[src/rtl/tl45_decode_issue.sv]
// tl45_decode_issue: decode/issue stage sitting directly after the fetch buffer.
// Splits the fetched word into fields, reads both regfile ports, builds operand B
// (register or extended immediate) and registers everything for execute. A
// 16-entry busy scoreboard holds back instructions whose sources are still
// in flight and back-pressures fetch while it does so.
module tl45_decode_issue #(
  // bit[op] set -> opcode op never writes rd (bit 0 covers NOP)
  parameter logic [31:0] NOWRITE_MASK = 32'h0000_0001
) (
  input  logic        i_clk,
  input  logic        i_reset_n,
  input  logic        i_pipe_stall,
  input  logic        i_pipe_flush,
  output logic        o_pipe_stall,
  input  logic [31:0] i_buf_pc,
  input  logic [31:0] i_buf_inst,
  output logic [3:0]  o_rf_rs1_addr,
  output logic [3:0]  o_rf_rs2_addr,
  input  logic [31:0] i_rf_rs1_data,
  input  logic [31:0] i_rf_rs2_data,
  input  logic        i_wb_valid,
  input  logic [3:0]  i_wb_reg,
  output logic        o_dr_valid,
  output logic [31:0] o_dr_pc,
  output logic [4:0]  o_dr_opcode,
  output logic [3:0]  o_dr_rd,
  output logic        o_dr_wr,
  output logic [31:0] o_dr_sr1_val,
  output logic [31:0] o_dr_sr2_val
);

  // Immediate extension selected by the two mode bits.
  function automatic logic [31:0] extend_imm(input logic [1:0] mode, input logic [15:0] imm);
    logic [31:0] ext;
    case (mode)
      2'b00:   ext = {16'h0000, imm};
      2'b01:   ext = {{16{imm[15]}}, imm};
      2'b10:   ext = {imm, 16'h0000};
      2'b11:   ext = {{16{imm[15]}}, imm};
      default: ext = 32'h0000_0000;
    endcase
    return ext;
  endfunction

  // Decoded fields of the word currently offered by the fetch buffer
  logic [4:0]  op_s;
  logic        imm_flag_s;
  logic [1:0]  mode_s;
  logic [3:0]  rd_s;
  logic [3:0]  rs1_s;
  logic [3:0]  rs2_s;
  logic [15:0] imm16_s;
  logic [31:0] imm_ext_s;
  logic [31:0] rs1_val_s;
  logic [31:0] rs2_val_s;
  logic [31:0] sr2_s;
  logic        in_valid_s;
  logic        uses_rs2_s;
  logic        wr_s;

  // Scoreboard and hazard control
  logic [15:0] busy_r;
  logic [15:0] busy_next_s;
  logic [15:0] clr_mask_s;
  logic [15:0] set_mask_s;
  logic        hazard_s;
  logic        issue_s;

  // Regfile read addresses come straight from the fetched word.
  assign o_rf_rs1_addr = i_buf_inst[19:16];
  assign o_rf_rs2_addr = i_buf_inst[15:12];

  // Field split, r0 forcing and operand-B selection.
  always_comb begin
    op_s       = i_buf_inst[31:27];
    imm_flag_s = i_buf_inst[26];
    mode_s     = i_buf_inst[25:24];
    rd_s       = i_buf_inst[23:20];
    rs1_s      = i_buf_inst[19:16];
    rs2_s      = i_buf_inst[15:12];
    imm16_s    = i_buf_inst[15:0];
    imm_ext_s  = extend_imm(mode_s, imm16_s);
    in_valid_s = (i_buf_inst != 32'h0000_0000);
    uses_rs2_s = ~imm_flag_s;

    // r0 is hardwired to zero regardless of what the regfile returns
    if (rs1_s == 4'd0) begin
      rs1_val_s = 32'h0000_0000;
    end else begin
      rs1_val_s = i_rf_rs1_data;
    end

    if (rs2_s == 4'd0) begin
      rs2_val_s = 32'h0000_0000;
    end else begin
      rs2_val_s = i_rf_rs2_data;
    end

    if (imm_flag_s) begin
      sr2_s = imm_ext_s;
    end else begin
      sr2_s = rs2_val_s;
    end

    // A bubble has rd=0, so it can never claim a write
    wr_s = in_valid_s & (rd_s != 4'd0) & ~NOWRITE_MASK[op_s];
  end

  // RAW interlock against the scoreboard; r0 sources never interlock.
  always_comb begin
    hazard_s = in_valid_s &
               ((busy_r[rs1_s] & (rs1_s != 4'd0)) |
                (uses_rs2_s & busy_r[rs2_s] & (rs2_s != 4'd0)));
    issue_s  = ~i_pipe_stall & ~hazard_s;
  end

  assign o_pipe_stall = i_pipe_stall | hazard_s;

  // Next scoreboard: writeback clears, issue sets, set beats clear on the same reg.
  always_comb begin
    if (i_wb_valid && (i_wb_reg != 4'd0)) begin
      clr_mask_s = 16'd1 << i_wb_reg;
    end else begin
      clr_mask_s = 16'd0;
    end

    if (issue_s && wr_s) begin
      set_mask_s = 16'd1 << rd_s;
    end else begin
      set_mask_s = 16'd0;
    end

    if (i_pipe_flush) begin
      busy_next_s = 16'd0;
    end else begin
      busy_next_s = (busy_r & ~clr_mask_s) | set_mask_s;
    end
  end

  // Scoreboard register.
  always_ff @(posedge i_clk or negedge i_reset_n) begin
    if (!i_reset_n) begin
      busy_r <= 16'd0;
    end else begin
      busy_r <= busy_next_s;
    end
  end

  // Decode output register: flush > downstream stall > hazard bubble > issue.
  always_ff @(posedge i_clk or negedge i_reset_n) begin
    if (!i_reset_n) begin
      o_dr_valid   <= 1'b0;
      o_dr_pc      <= 32'h0000_0000;
      o_dr_opcode  <= 5'd0;
      o_dr_rd      <= 4'd0;
      o_dr_wr      <= 1'b0;
      o_dr_sr1_val <= 32'h0000_0000;
      o_dr_sr2_val <= 32'h0000_0000;
    end else if (i_pipe_flush || (!i_pipe_stall && hazard_s)) begin
      o_dr_valid   <= 1'b0;
      o_dr_pc      <= 32'h0000_0000;
      o_dr_opcode  <= 5'd0;
      o_dr_rd      <= 4'd0;
      o_dr_wr      <= 1'b0;
      o_dr_sr1_val <= 32'h0000_0000;
      o_dr_sr2_val <= 32'h0000_0000;
    end else if (i_pipe_stall) begin
      o_dr_valid   <= o_dr_valid;
      o_dr_pc      <= o_dr_pc;
      o_dr_opcode  <= o_dr_opcode;
      o_dr_rd      <= o_dr_rd;
      o_dr_wr      <= o_dr_wr;
      o_dr_sr1_val <= o_dr_sr1_val;
      o_dr_sr2_val <= o_dr_sr2_val;
    end else begin
      o_dr_valid   <= in_valid_s;
      o_dr_pc      <= i_buf_pc;
      o_dr_opcode  <= op_s;
      o_dr_rd      <= rd_s;
      o_dr_wr      <= wr_s;
      o_dr_sr1_val <= rs1_val_s;
      o_dr_sr2_val <= sr2_s;
    end
  end

endmodule

[config.mk]
export PLATFORM = sky130hd
export DESIGN_NAME = tl45_decode_issue
export DESIGN_NICKNAME = d
export VERILOG_FILES = /design/src/rtl/tl45_decode_issue.sv
export SDC_FILE = /design/constraint.sdc
export NUM_CORES = 1
export LEC_CHECK = 0
export ABC_CLOCK_PERIOD_IN_PS = 3400
export BUFFER_PORTS_ARGS = -buffer_cell sky130_fd_sc_hd__buf_4
export CAP_MARGIN = 40
export CORE_ASPECT_RATIO = 0.9
export CORE_UTILIZATION = 47
export DETAILED_ROUTE_END_ITERATION = 10
export GPL_ROUTABILITY_DRIVEN = 0
export PLACE_DENSITY = 0.8
export SLEW_MARGIN = 20
export SYNTH_ARGS = -nofsm -noshare
export SYNTH_HDL_FRONTEND = slang
export SYNTH_SLANG_ARGS = --single-unit
[constraint.sdc]
create_clock -name i_clk -period 3.4 [get_ports i_clk]
set_clock_uncertainty 0.2 [all_clocks]
set_input_delay 0.68 -clock i_clk [delete_from_list [all_inputs] [get_ports i_clk]]
set_output_delay 0.68 -clock i_clk [all_outputs]
set_load 0.05 [all_outputs]
== Word level (Yosys, flattened, before mapping) ==
Memories as Yosys holds them, arrays and structs flattened.
Cells that the tools add are included.

* Bits in registers: 123
* ROM bits: 32
* Input bits: 137
* Output and inout bits: 116
* Memories kept: 1

{| class="wikitable"
|+ Memories
! memory !! words !! width !! read ports !! clocked after Yosys merged registers in !! write ports !! RTL line !! text
|-
| (no name shown) || 32 || 1 || 1 || 0 || 0 || 106 || <nowiki>wr_s = in_valid_s & (rd_s != 4'd0) & ~NOWRITE_MASK[op_s];</nowiki>
|}

* Order comparisons: 3
* Equal/unequal tests: 4
* Shifts and indexed selects: 2
* Multiplexer cells: 26
* Bitwise logic cells: 16
* Reductions and logical operators: 14

{| class="wikitable"
|+ Operators with widths
! kind !! count
|-
| $mux 32 || 9
|-
| $pmux 32 s3 || 1
|-
| $mux 16 || 3
|-
| $reduce_bool 32->1 || 1
|-
| $shl 1x4->16 const A || 2
|-
| $and 16x16->16 || 1
|-
| $not 16->16 || 1
|-
| $or 16x16->16 || 1
|-
| $reduce_bool 4->1 || 4
|-
| $lt 4x5->1 const B || 2
|-
| $mux 5 || 2
|-
| $bmux 1 s4 || 2
|-
| $logic_not 4->1 || 2
|-
| $mux 4 || 2
|-
| $and 1x1->1 || 7
|-
| $mux 1 || 7
|-
| $lt 5x6->1 const B || 1
|-
| $eq 2x2->1 const B || 2
|-
| $not 1->1 || 4
|-
| $logic_and 1x1->1 || 3
|-
| $eq 2x1->1 const B || 1
|-
| $logic_not 2->1 || 1
|-
| $ne 2x1->1 const B || 1
|-
| $or 1x1->1 || 2
|-
| other kinds (3) || 3
|}

== Longest topological paths before layout ==
* Depth in word-level cells: 12
* Mapped depth: 8

== Least setup slack after synthesis ==
OpenSTA, ideal clock, no wires.

* Path kind: in2out
* Start point: input port i_buf_inst[16]
* End point: output port o_pipe_stall
* Arrival time: 2.104 ns
* Required time: 2.520 ns
* Slack: 0.416 ns
* Cell stages on the path: 5
* Path buffers: 1
* Path through: buf_4 > mux2i_1 > mux4_2 > o21ai_2 > a21o_1

* Cells in the longest elaborated chain, start to end: 6
* Elaborated cells on any way between the ends: 8
* Those cells by class: mux (2); bitwise (4); reduce/logical (2)

{| class="wikitable"
|+ Ends and longest elaborated chain
! element !! RTL line !! text
|-
| from (decl) || 16 || <nowiki>input logic [31:0] i_buf_inst,</nowiki>
|-
| $bmux 1 s4 || 112 || <nowiki>((busy_r[rs1_s] & (rs1_s != 4'd0)) |</nowiki>
|-
| $mux 1 (not written as such) || 112 ||
|-
| $and 1x1->1 || 112 ||
|-
| $or 1x1->1 || 112 ||
|-
| $and 1x1->1 (*) || 111 || <nowiki>hazard_s = in_valid_s &</nowiki>
|-
| $or 1x1->1 (*) || 117 || <nowiki>assign o_pipe_stall = i_pipe_stall | hazard_s;</nowiki>
|-
| to (decl) || 14 || <nowiki>output logic o_pipe_stall,</nowiki>
|}

Every way passes the cells marked *; elsewhere a longest branch is shown, timed or not. The select of a mux whose other input is x is not followed.

== Final worst setup path ==
* Start point: input port i_buf_inst[14]
* End point: output port o_pipe_stall

* Cells in the longest elaborated chain, start to end: 7
* Elaborated cells on any way between the ends: 9
* Those cells by class: mux (2); bitwise (5); reduce/logical (2)

{| class="wikitable"
|+ Ends and longest elaborated chain
! element !! RTL line !! text
|-
| $bmux 1 s4 || 113 || <nowiki>(uses_rs2_s & busy_r[rs2_s] & (rs2_s != 4'd0)));</nowiki>
|-
| $mux 1 (not written as such) || 113 ||
|-
| $and 1x1->1 (2 in series) || 113 ||
|-
| $or 1x1->1 || 112 ||
|-
| $and 1x1->1 (*) || 111 ||
|-
| $or 1x1->1 (*) || 117 ||
|}

Marked as above.

==> results.toml <==
[sta]
max_freq_ghz = 0.326
fin_setup_tns_ns = 0
grt_setup_unrepaired = "false"
min_period_ns = 3.07
finalHoldViolCount = 0
worstMarginPinSlew_ns = 0.769
finalMaxSlewViolations = 0
setup_viol = 0
fin_crit_sh_pct = 90.2
max_slew_margin_pct = 48.3

[clocking]
path_clk_slew_ns = 0.06
tritoncts = "done"
clk_path_buf_depth = 2
cts-root-buf = "clkbuf_16"
cts_buffers = 17
holdBufCountCts = 0
clk_latency_ns = 0.41
cts.htree.levels = 4
cts_resized = 0
clock-sinks = 123
cts_setup_buffers = 0

[cells_and_area]
n_antenna_cell = 0
nets = 838
area_delta_synth_final_pct = 46.6
layout-drive-gt1-share_pct = 44.5
finish.utilization_pct = 70.5
fill_cells = 856
layout_common_cells = "264 x buf_4, 123 x dfrtp_1, 76 x a22o_1"
mostFrequentLayoutCell = "buf_4"
fin_cells = 870

[logic_synthesis]
ys_types = 40
ys_ff_latch = 123
yosysSeqAreaShare_pct = 56.2
syn_area_um2 = 5480
synthCells = 460
synth_warnings = 0
syn_nets = 597
avgSynthCellArea_um2 = 11.9

[global_routing]
grt_max_degree = 84
grt_pass1_vias = 5134
grt_pass1_wl_mm = 26.4
grt_use_total_pct = 28.6
grt.overflow.total = 0
antenna_found_initial = 0

[die]
design.core.area_um2 = 11400
start_util_pct = 48.1
die_h_um = 104
dieWidth_um = 116
die_area_um2 = 12100
core.rowCount = 37
io_pins = 253

[worst_setup_path]
cp.arrival_ns = 2.19
cp_cell_sequence = "buf_4 -> mux2i_1 -> a2111oi_0 -> a32o_2 -> a21o_1 -> buf_4"
critPathMaxFanout = 10
crit_type = "primary input to output port"
required_ns = 2.52
timing.rr.start = "busy_r[10]$_DFF_PN0_"
ff2ff_setup_slack_ns = 0.80
crit_top_cell = "buf_4"
cp-end-kind = "output port"
cpPeakStageDelay_ns = 0.54
startpoint_type = "primary input"
critical-path-top-delay-family = "compound AO/OA/AOI/OAI gates"
cp_slowest_cell = "a2111oi_0"
reg2reg_to = "busy_r[5]$_DFF_PN0_"
cp_num_buf_inv = 2
rr_worst_depth = 6

[run_status]
status = "completed"

[placement]
dp.cells = 838
dp_hpwl_mm = 11.8
port-buffer-count = 252

[power_and_ir_drop]
vdd_ir_drop_max_mv = 0.375
powerDensity_nw_per_um2 = 521
leakagePower_nw = 4.00

[drt]
vias = 5069
drt-wirelength-per-cell_um = 19.3
detail-route-antenna-nets = 0
drtIter0Drc = 464
dr.pass1.iters = 6
routed_wl_mm = 16.8
drc_errors = 0
drt-vias-per-instance = 5.83

[run]
maxCapViolCount = 0

[worst_hold_path]
hp-class = "primary input to async pin"
[power breakdown]
part / leakage (nW) / switching (W) / internal, W / total [W]
sequential: 1.67 / 0.0000529 / 0.00155 / 0.00160
combinational: 2.07 / 0.000567 / 0.000316 / 0.000882
clock: 0.256 / 0.000676 / 0.00102 / 0.00170
total: 4.00 / 0.00130 / 0.00289 / 0.00418
[final cells by class]
class                   count  area, um^2  area share (%)
flip-flops and latches    123        3080            38.3
clock inverters            14         124            1.54
repair buffers            267        2040            25.4
well taps                 156         195            2.43
clock buffers              18         439            5.47
multi-input cells         291        2150            26.8
inverters                   1        3.75          0.0467
[cell families after synthesis]
logic type	share of synthesized area, %
AND/OR/NAND/NOR	7.72
AO/OA/AOI/OAI	27.9
multiplexers	3.29
flip-flops	56.2
buffers and inverters	4.87
[state kept, by name (all words and copies together), names as in the netlist]
register	count
o_dr_wr	1
o_dr_valid	1
o_dr_rd	4
o_dr_pc	32
o_dr_sr2_val	32
o_dr_sr1_val	32
busy_r	16
o_dr_opcode	5
[worst max-delay path by stage]
stage / startpoint / endpoint / slack [ns] / cells past startpoint
global route: i_buf_inst[14] / o_pipe_stall / 0.25 / 6
CTS: i_buf_inst[12] / o_pipe_stall / 0.36 / 6
detailed placement: i_buf_inst[12] / o_pipe_stall / 0.37 / 6
floorplan: i_buf_inst[16] / o_pipe_stall / 0.42 / 5
global placement: i_buf_inst[12] / o_pipe_stall / 0.37 / 6
finish: i_buf_inst[14] / o_pipe_stall / 0.33 / 6
[Yosys cell counts (all sizes together)]
cell	number	area share [%]
a211o	1	0.16
or2	2	0.23
nand2	42	2.9
o211ai	9	1.2
nand3b	2	0.27
nand2b	13	1.5
a22o	76	12
a32o	1	0.21
inv	1	0.068
nor2	6	0.41
a21oi	32	2.9
nor3b	1	0.14
o31ai	16	2.2
o41ai	15	3.5
dfrtp	123	56
nor3	1	0.091
buf	22	3.2
or4	1	0.14
a2111oi	2	0.66
nor2b	5	0.57
a211oi	2	0.37
nand3	5	0.46
and4	1	0.16
o22ai	3	0.34
o311ai	3	0.48
o21ai	16	1.5
nor4	5	0.57
clkbuf	23	1.6
nand4bb	1	0.21
a22oi	15	2.1
nand4	1	0.11
mux4	4	1.6
a21o	1	0.14
mux2i	9	1.6
[metrics by stage]
step	worst slack, ns	hold slack [ns]	cell area (um^2)	power (W)
5_1_grt	0.249	0.0987	8030	0.00432
6_report	0.334	0.0516	8030	0.00418
2_1_floorplan	0.416	0.184	5480	0.00213
4_1_cts	0.364	0.0735	8030	0.00420
3_3_place_gp	0.371	0.263	7450	0.00248
3_5_place_dp	0.366	0.269	7470	0.00250
[layer usage]
layer | vias up | wire length, um | GRT usage [%]
met5 | - | 0 | 0
met3 | 39 | 1540 | 7.69
met2 | 306 | 8480 | 46.8
met1 | 2472 | 6290 | 35.6
li1 | 2252 | - | -
met4 | 0 | 454 | 11.6
No activity file was read; power rests on OpenSTA's default activity.
